==> src/rtl/mem_arbiter_if.sv <==
// mem_arbiter_if: bundles the datapath-side request/response signals and the
// RAM-side port of the single-port memory arbiter.
//   iREN/iaddr -> iload/ihit          : instruction fetch channel
//   dREN/dWEN/daddr/dstore -> dload/dhit : data load/store channel
//   ramREN/ramWEN/ramaddr/ramstore     : shared RAM command port
//   ramload/ramstate                   : RAM response (0 FREE,1 BUSY,2 ACCESS,3 ERROR)
//   mem_err                            : sticky error flag
// Modports:
//   slave  - the arbiter itself
//   master - the environment (datapath + RAM) around the arbiter
interface mem_arbiter_if #(
  parameter int WORD_W = 32,
  parameter int ADDR_W = 32
);
  logic              iREN;
  logic [ADDR_W-1:0] iaddr;
  logic [WORD_W-1:0] iload;
  logic              ihit;

  logic              dREN;
  logic              dWEN;
  logic [ADDR_W-1:0] daddr;
  logic [WORD_W-1:0] dstore;
  logic [WORD_W-1:0] dload;
  logic              dhit;

  logic              ramREN;
  logic              ramWEN;
  logic [ADDR_W-1:0] ramaddr;
  logic [WORD_W-1:0] ramstore;
  logic [WORD_W-1:0] ramload;
  logic [1:0]        ramstate;

  logic              mem_err;

  modport slave (
    input  iREN, iaddr, dREN, dWEN, daddr, dstore, ramload, ramstate,
    output iload, ihit, dload, dhit, ramREN, ramWEN, ramaddr, ramstore, mem_err
  );

  modport master (
    output iREN, iaddr, dREN, dWEN, daddr, dstore, ramload, ramstate,
    input  iload, ihit, dload, dhit, ramREN, ramWEN, ramaddr, ramstore, mem_err
  );
endinterface

==> src/rtl/mem_arbiter.sv <==
// mem_arbiter: shares one RAM port between instruction fetch and data access.
// Data requests have priority over fetches. One request is latched in IDLE and
// served until the RAM reports ACCESS (hit), ERROR, a timeout, or the requester
// withdraws / changes address (abort). Every service ends by passing through
// IDLE, and every failed/aborted service additionally passes through RECOVER.
// Ports:
//   CLK  - clock, rising edge
//   nRST - asynchronous active-low reset
//   bus  - mem_arbiter_if.slave (datapath channels, RAM port, mem_err)
// Parameters: WORD_W data width, ADDR_W address width, TIMEOUT max service
// cycles before the service is abandoned with an error (>= 1).
module mem_arbiter #(
  parameter int WORD_W  = 32,
  parameter int ADDR_W  = 32,
  parameter int TIMEOUT = 15
) (
  input  logic         CLK,
  input  logic         nRST,
  mem_arbiter_if.slave bus
);

  localparam int CNT_W = $clog2(TIMEOUT + 1);
  localparam logic [CNT_W-1:0] CNT_LAST = CNT_W'(TIMEOUT - 1);
  localparam logic [1:0] RAM_ACCESS = 2'd2;
  localparam logic [1:0] RAM_ERROR  = 2'd3;

  typedef enum logic [1:0] {
    IDLE    = 2'd0,
    DSERV   = 2'd1,
    ISERV   = 2'd2,
    RECOVER = 2'd3
  } state_t;

  state_t            state_reg, state_next;
  logic              wr_reg, wr_next;
  logic [ADDR_W-1:0] addr_reg, addr_next;
  logic [WORD_W-1:0] store_reg, store_next;
  logic [CNT_W-1:0]  cnt_reg, cnt_next;
  logic              err_reg, err_next;

  logic abort;
  logic ram_ren, ram_wen;
  logic ihit, dhit;
  logic in_service;

  assign in_service = (state_reg == DSERV) || (state_reg == ISERV);

  // The requester withdrawing or moving its address invalidates the latched
  // request; this also overrides an ACCESS arriving in the same cycle.
  always_comb begin
    abort = 1'b0;
    case (state_reg)
      DSERV:   abort = !(bus.dREN || bus.dWEN) || (bus.daddr != addr_reg);
      ISERV:   abort = !bus.iREN || (bus.iaddr != addr_reg);
      default: abort = 1'b0;
    endcase
  end

  always_comb begin
    state_next = state_reg;
    wr_next    = wr_reg;
    addr_next  = addr_reg;
    store_next = store_reg;
    cnt_next   = cnt_reg;
    err_next   = err_reg;
    ram_ren    = 1'b0;
    ram_wen    = 1'b0;
    ihit       = 1'b0;
    dhit       = 1'b0;

    case (state_reg)
      IDLE: begin
        cnt_next = '0;
        if (bus.dREN || bus.dWEN) begin
          // dREN together with dWEN is a write
          wr_next    = bus.dWEN;
          addr_next  = bus.daddr;
          store_next = bus.dstore;
          state_next = DSERV;
        end else if (bus.iREN) begin
          wr_next    = 1'b0;
          addr_next  = bus.iaddr;
          state_next = ISERV;
        end
      end

      DSERV, ISERV: begin
        cnt_next = cnt_reg + CNT_W'(1);
        if (abort) begin
          cnt_next   = '0;
          state_next = RECOVER;
        end else begin
          // wr_reg is always clear for a fetch
          ram_ren = !wr_reg;
          ram_wen = wr_reg;
          if (bus.ramstate == RAM_ACCESS) begin
            dhit       = (state_reg == DSERV);
            ihit       = (state_reg == ISERV);
            cnt_next   = '0;
            state_next = IDLE;
          end else if (bus.ramstate == RAM_ERROR) begin
            err_next   = 1'b1;
            cnt_next   = '0;
            state_next = RECOVER;
          end else if (cnt_reg == CNT_LAST) begin
            // this is service cycle TIMEOUT and the RAM still has not answered
            err_next   = 1'b1;
            cnt_next   = '0;
            state_next = RECOVER;
          end
        end
      end

      RECOVER: state_next = IDLE;

      default: state_next = IDLE;
    endcase
  end

  always_ff @(posedge CLK or negedge nRST) begin
    if (!nRST) begin
      state_reg <= IDLE;
      wr_reg    <= 1'b0;
      addr_reg  <= '0;
      store_reg <= '0;
      cnt_reg   <= '0;
      err_reg   <= 1'b0;
    end else begin
      state_reg <= state_next;
      wr_reg    <= wr_next;
      addr_reg  <= addr_next;
      store_reg <= store_next;
      cnt_reg   <= cnt_next;
      err_reg   <= err_next;
    end
  end

  assign bus.ramREN   = ram_ren;
  assign bus.ramWEN   = ram_wen;
  assign bus.ramaddr  = in_service ? addr_reg : '0;
  assign bus.ramstore = (state_reg == DSERV && wr_reg) ? store_reg : '0;
  assign bus.ihit     = ihit;
  assign bus.dhit     = dhit;
  // Read data is passed straight through on the hit cycle; a write hit returns 0.
  assign bus.iload    = ihit ? bus.ramload : '0;
  assign bus.dload    = (dhit && !wr_reg) ? bus.ramload : '0;
  assign bus.mem_err  = err_reg;

endmodule

==> src/flat_wrapper.sv <==
// flat-port wrapper written by rule: the top's interface ports become plain ports
module mem_arbiter_flat 
#(
  parameter int WORD_W  = 32,
  parameter int ADDR_W  = 32,
  parameter int TIMEOUT = 15
)
  (CLK, nRST, bus_iREN, bus_iaddr, bus_dREN, bus_dWEN, bus_daddr, bus_dstore, bus_ramload, bus_ramstate, bus_iload, bus_ihit, bus_dload, bus_dhit, bus_ramREN, bus_ramWEN, bus_ramaddr, bus_ramstore, bus_mem_err);
  mem_arbiter_if #(.WORD_W(WORD_W), .ADDR_W(ADDR_W)) bus_i ();
  input  logic CLK;
  input  logic nRST;
  input wire logic [$bits(bus_i.iREN)-1:0] bus_iREN;
  input wire logic [$bits(bus_i.iaddr)-1:0] bus_iaddr;
  input wire logic [$bits(bus_i.dREN)-1:0] bus_dREN;
  input wire logic [$bits(bus_i.dWEN)-1:0] bus_dWEN;
  input wire logic [$bits(bus_i.daddr)-1:0] bus_daddr;
  input wire logic [$bits(bus_i.dstore)-1:0] bus_dstore;
  input wire logic [$bits(bus_i.ramload)-1:0] bus_ramload;
  input wire logic [$bits(bus_i.ramstate)-1:0] bus_ramstate;
  output wire logic [$bits(bus_i.iload)-1:0] bus_iload;
  output wire logic [$bits(bus_i.ihit)-1:0] bus_ihit;
  output wire logic [$bits(bus_i.dload)-1:0] bus_dload;
  output wire logic [$bits(bus_i.dhit)-1:0] bus_dhit;
  output wire logic [$bits(bus_i.ramREN)-1:0] bus_ramREN;
  output wire logic [$bits(bus_i.ramWEN)-1:0] bus_ramWEN;
  output wire logic [$bits(bus_i.ramaddr)-1:0] bus_ramaddr;
  output wire logic [$bits(bus_i.ramstore)-1:0] bus_ramstore;
  output wire logic [$bits(bus_i.mem_err)-1:0] bus_mem_err;
  assign bus_i.iREN = bus_iREN;
  assign bus_i.iaddr = bus_iaddr;
  assign bus_i.dREN = bus_dREN;
  assign bus_i.dWEN = bus_dWEN;
  assign bus_i.daddr = bus_daddr;
  assign bus_i.dstore = bus_dstore;
  assign bus_i.ramload = bus_ramload;
  assign bus_i.ramstate = bus_ramstate;
  assign bus_iload = bus_i.iload;
  assign bus_ihit = bus_i.ihit;
  assign bus_dload = bus_i.dload;
  assign bus_dhit = bus_i.dhit;
  assign bus_ramREN = bus_i.ramREN;
  assign bus_ramWEN = bus_i.ramWEN;
  assign bus_ramaddr = bus_i.ramaddr;
  assign bus_ramstore = bus_i.ramstore;
  assign bus_mem_err = bus_i.mem_err;
  mem_arbiter #(.WORD_W(WORD_W), .ADDR_W(ADDR_W), .TIMEOUT(TIMEOUT)) u_core (.CLK(CLK), .nRST(nRST), .bus(bus_i));
endmodule
==> config.mk <==
export PLATFORM = sky130hd
export DESIGN_NAME = mem_arbiter_flat
export DESIGN_NICKNAME = d
export VERILOG_FILES = /design/src/rtl/mem_arbiter_if.sv /design/src/rtl/mem_arbiter.sv /design/src/flat_wrapper.sv
export SDC_FILE = /design/constraint.sdc
export NUM_CORES = 1
export LEC_CHECK = 0
export ABC_CLOCK_PERIOD_IN_PS = 2250
export BUFFER_PORTS_ARGS = -buffer_cell sky130_fd_sc_hd__buf_2
export CORE_AREA = 5 5 107 129
export CTS_CLUSTER_DIAMETER = 60
export DETAILED_ROUTE_END_ITERATION = 8
export DIE_AREA = 0 0 112 134
export PLACE_DENSITY = 0.76
export SLEW_MARGIN = 20
export SYNTH_ARGS = -nofsm -noshare
export SYNTH_HDL_FRONTEND = slang
export SYNTH_SLANG_ARGS = --single-unit
==> constraint.sdc <==
create_clock -name CLK -period 2.25 [get_ports CLK]
set_clock_uncertainty 0.05 [all_clocks]
set_input_delay 0.1125 -clock CLK [delete_from_list [all_inputs] [get_ports CLK]]
set_output_delay 0.1125 -clock CLK [all_outputs]
set_load 0.1 [all_outputs]
# Word level (Yosys, flattened, before mapping)
# Index checks and enable logic that the tools add are counted.
dict set report classes {
  eq_ne 10
  n_reduce_logical 18
  bitwise 2
  mux 33
  add_sub_neg 1
}
# operator count
set op_table {}
lappend op_table {{two-way mux 32 bit} 6}
lappend op_table {{!= test 32 bit} 2}
lappend op_table {{two-way mux 4 bit} 4}
lappend op_table {{two-way mux 1 bit} 14}
lappend op_table {{two-way mux 2 bit} 6}
lappend op_table {{equality test 2 bit, second input constant} 4}
lappend op_table {{case mux 4 bit (2 select lines)} 1}
lappend op_table {{case mux 2 bit (3 select lines)} 1}
lappend op_table {{AND reduction 2 bit} 3}
lappend op_table {{nonzero test 2 bit} 3}
lappend op_table {{!= test 5 x 1 -> 1 bit, second input constant} 1}
lappend op_table {{adder 4 x 1 -> 4 bit, second input constant} 1}
lappend op_table {{equality test 4 bit, second input constant} 1}
lappend op_table {{logical OR 1 bit} 4}
lappend op_table {{AND reduction 4 bit} 1}
lappend op_table {{logical NOT 1 bit} 3}
lappend op_table {{!= test 3 x 2 -> 1 bit, second input constant} 1}
lappend op_table {{equality test 2 x 1 -> 1 bit, second input constant} 1}
lappend op_table {{logical AND 1 bit} 2}
lappend op_table {{logical NOT 2 bit} 1}
lappend op_table {{inverter 1 bit} 2}
lappend op_table {{case mux 1 bit (2 select lines)} 1}
lappend op_table {{OR reduction 2 bit} 1}
dict set report totals {
  regBits 72
  inputBits 135
  word_cells 70
}

# Longest topological paths before layout
dict set report depth {
  word_depth 8
  ltp_mapped 9
  ltp_nobuf 7
}

# Worst setup path before layout
# Ideal clock, no wire load.
dict set report synth_path {
  path_type {reg2out}
  from {register u_core.addr_reg[26]}
  to {output port bus_dload[0]}
  arrival_time_ns 3.969
  path_stages_with_launch 9
  path_slack_ns -1.881
  path_buffers 1
  path_cell_list {dfrtp_1 -> xor2_1 -> nor4_1 -> nand4_1 -> o31a_1 -> nor3b_2 -> buf_4 -> nand3_4 -> nor3b_1}
}
dict set report synth_via {
  elab_chain_len 7
}
# item line_no
set synth_lines {}
lappend synth_lines {{start: declaration} mem_arbiter.sv:36} ;# logic [ADDR_W-1:0] addr_reg, addr_next;
lappend synth_lines {{start signal: assignment} mem_arbiter.sv:131} ;# addr_reg <= addr_next;
lappend synth_lines {{!= test 32 bit, on equally long branches} {mem_arbiter.sv:54, mem_arbiter.sv:53}}
lappend synth_lines {{logical OR 1 bit, on equally long branches} {mem_arbiter.sv:54, mem_arbiter.sv:53}}
lappend synth_lines {{case mux 1 bit (2 select lines) *} mem_arbiter.sv:52} ;# case (state_reg)
lappend synth_lines {{two-way mux 1 bit *} mem_arbiter.sv:89} ;# if (abort) begin
lappend synth_lines {{two-way mux 1 bit *} mem_arbiter.sv:71} ;# case (state_reg)
lappend synth_lines {{logical AND 1 bit *} mem_arbiter.sv:146} ;# assign bus.dload = (dhit && !wr_reg) ? bus.ramload : '0;
lappend synth_lines {{two-way mux 32 bit *} mem_arbiter.sv:146}
lappend synth_lines {{end: declaration} flat_wrapper.sv:22} ;# output wire logic [$bits(bus_i.dload)-1:0] bus_dload;
# Mark *: on every way between the ends. The rest lies on a longest branch, timed or not.

# Final worst setup path
dict set report layout_path {
  from {register u_core.addr_reg[4]}
  to {output port bus_dload[21]}
}
# Same word-level chain as after synthesis.

==> impl_metrics.yaml <==
worst_setup_path:
  crit_type: "register to output pin"
  start_kind: "register"
  crit_slowest_cell: "dfrtp_1"
  crit_arrival_ps: 2960
  crit_path_end_kind: "output pin"
  worstPathMaxFanout: 7
  required_ps: 2090
  setup.worst_path.start: "u_core.addr_reg[4]$_DFFE_PN0P_"
  crit_top_cell: "buf_12"
  crit_chain: "xor2_1 > nor4_2 > nand3_1 > o31a_1 > nor3b_2 > buf_4 > nand3_4 > buf_12 > nor3b_4 > buf_12"
  r2r-start: "u_core.addr_reg[4]$_DFFE_PN0P_"
  max_stage_delay_ps: 400
sta:
  worstMarginPinSlew_ps: 795
  min_period_over_period: 1.39
  hold_viol_final: 0
  slew_violations: 0
  rsz0062_at_grt: "yes"
  fmax_ghz: 0.320
  tns_ps: -53690
  fin_ws_ps: -876
  max_slew_margin: 0.467
  setup_viol: 74
  fin_crit_ps: 3130
die:
  coreArea_sq_um: 12400
  die_h_um: 134
  ioPinCount: 268
  initial_core_util: 0.400
  dieArea_sq_um: 15000
  fp.dieW_um: 112
  row_count: 45
pwr:
  cellPowerDensity_nw_per_um2: 1580
  power_leakage_nw: 4.66
  ir_drop_mv: 1.62
final_layout:
  nFillCells: 674
  final_common_cell: "buf_12"
  final_layout_size_suffix_gt1_frac: 0.538
  final_area_sq_um: 9910
  nets: 980
  multi_input_area_sq_um: 3380
  syn_to_final_growth_pct: 99.2
  regArea_sq_um: 1810
  mostFrequentLayoutCells: "buf_12 (139), buf_2 (134), dfrtp_1 (71)"
yosys:
  synth_edf_count: 0
  synth_cells: 507
  synth_area_sq_um: 4970
  synth_largest_area_cell: "dfrtp_1"
  yosys_most_used_dff: "dfrtp_1"
  ys_top_cells_by_area: "dfrtp_1 (36%), and2_1 (8.2%), nor3b_2 (7.5%), mux2_2 (7.2%), mux2i_1 (6.4%)"
  synth_top_area_frac: 0.362
  ys_ff_latch: 72
  synth-seq-area-share: 0.362
  syn_nets: 648
  syn_area_per_cell_sq_um: 9.81
  yosys_warnings: 0
  synthArstFlopShare: 1.00
  synth.distinct_cells: 37
hold_path:
  min_from: "bus_iaddr[4]"
  hp-class: "input port to register"
placement:
  dp_slack_ps: -578
  placed_cell_area_sq_um: 9110
  io_buffers: 267
  routabilityCongestion: 0.933
  dp_hpwl_um: 16300
detailed_routing:
  wirelength_um: 23600
  first_iter_violations: 212
  wl_per_cell_um: 23.4
  drc: 0
  postRouteAntennaNets: 0
  detail_route.first_pass.iterations: 4
  vias_per_cell: 5.40
  num_vias: 5453
clock_network:
  cts.sinks: 72
  numCtsBuffers: 9
  clkLatencyLatePin_ps: 330
  path_clk_slew_ps: 60
  cts_tree: "done"
  cts_htree_levels: 3
  clk_path_buf_depth: 2
  root_buffer: "clkbuf_16"
grt:
  busiest_layer: "met2"
  grt.total_usage: 0.299
  use_met2: 0.550
  grt_first_pass_wirelength_um: 34900
  overflow: 0
  met1_usage: 0.308
  grtUsageMet3: 0.0921
  grt_start_max_net_pins: 61
  grt_pass1_vias: 5939
  antenna_found_initial: 1
job:
  drv_cap: 0
outcome:
  violations: "setup timing"
  status: "complete, but fails checks"
-- per-stage QoR --
step	cells	total power, mW	hold slack [ps]	util
6_report	1009	15.7	48.0	0.796
5_1_grt	1009	16.2	69.7	0.796
4_1_cts	1007	15.4	40.9	0.791
3_5_place_dp	954	13.7	190	0.732
3_3_place_gp	954	13.5	197	0.732
2_1_floorplan	507	9.36	-233	-
-- power by group --
| part | internal, mW | switching [mW] |
|---|---|---|
| registers | 1.94 | 0.608 |
| clock network | 0.871 | 0.611 |
| logic | 4.28 | 7.36 |
-- logic make-up after synthesis --
group	share of synthesized area
AOI/OAI and AO/OA	0.0543
xor gates and xnor gates	0.113
adders and majority gates	0.0151
buffers and inverters	0.0365
DFF	0.362
muxes	0.137
and+or+nand+nor	0.282
-- worst max-delay path: cells and delay by family (launching register included) --
family | cells | cell delay (ps)
AND/OR/NAND/NOR | 5 | 1090
buffers and inverters | 3 | 600
flip-flops | 1 | 400
AO/OA/AOI/OAI | 1 | 340
XOR/XNOR | 1 | 180
-- per-layer routing --
metal	share of wire	wire length [um]
met1	0.34	7910
met2	0.53	12500
met3	0.086	2040
met4	0.048	1130
met5	0	0
-- synthesized netlist by cell type, types with 7 or more instances --
master / instances
xor2_1: 32
clkbuf_1: 23
mux2_2: 32
dfrtp_1: 72
o21ai_0: 35
mux2i_1: 32
and2_1: 65
nor4_1: 8
xnor2_1: 32
nand3_1: 7
buf_1: 7
nor3b_2: 30
and3_1: 33
nand2_1: 42
nand4_1: 10
-- final cells by class --
| class | instances | share of cell area |
|---|---|---|
| timing repair buffer | 356 | 0.423 |
| multi-input combinational | 394 | 0.341 |
| sequential | 72 | 0.182 |
| clock buffer | 9 | 0.0227 |
| tap | 164 | 0.0207 |
| clock inverter | 7 | 0.00796 |
| inverter | 6 | 0.00253 |
| antenna | 1 | 0.000253 |
-- worst paths after layout --
kind | cells past startpoint | to | slack (ps)
worst max-delay path | 10 | bus_dload[21] | -880
worst min-delay path | 3 | u_core.addr_reg[4]$_DFFE_PN0P_ | 50
worst max register to register | 11 | u_core.state_reg[1]$_DFFE_PN0P_ | -330
worst min register to register | 1 | u_core.bus.mem_err$_DFFE_PN0P_ | 440
max in group asynchronous | 3 | u_core.addr_reg[27]$_DFFE_PN0P_ | 1080
min in group asynchronous | 2 | u_core.addr_reg[6]$_DFFE_PN0P_ | 360
-- timing repair --
item	CTS	global route
pin swaps	4	10
setup endpoints to repair	74	75
hold buffers	34	0
endpoints found under the hold margin	92	0
gates resized for setup	13	10
setup buffers	3	2
gates cloned	0	1
Power figures use the tool's default switching activity.
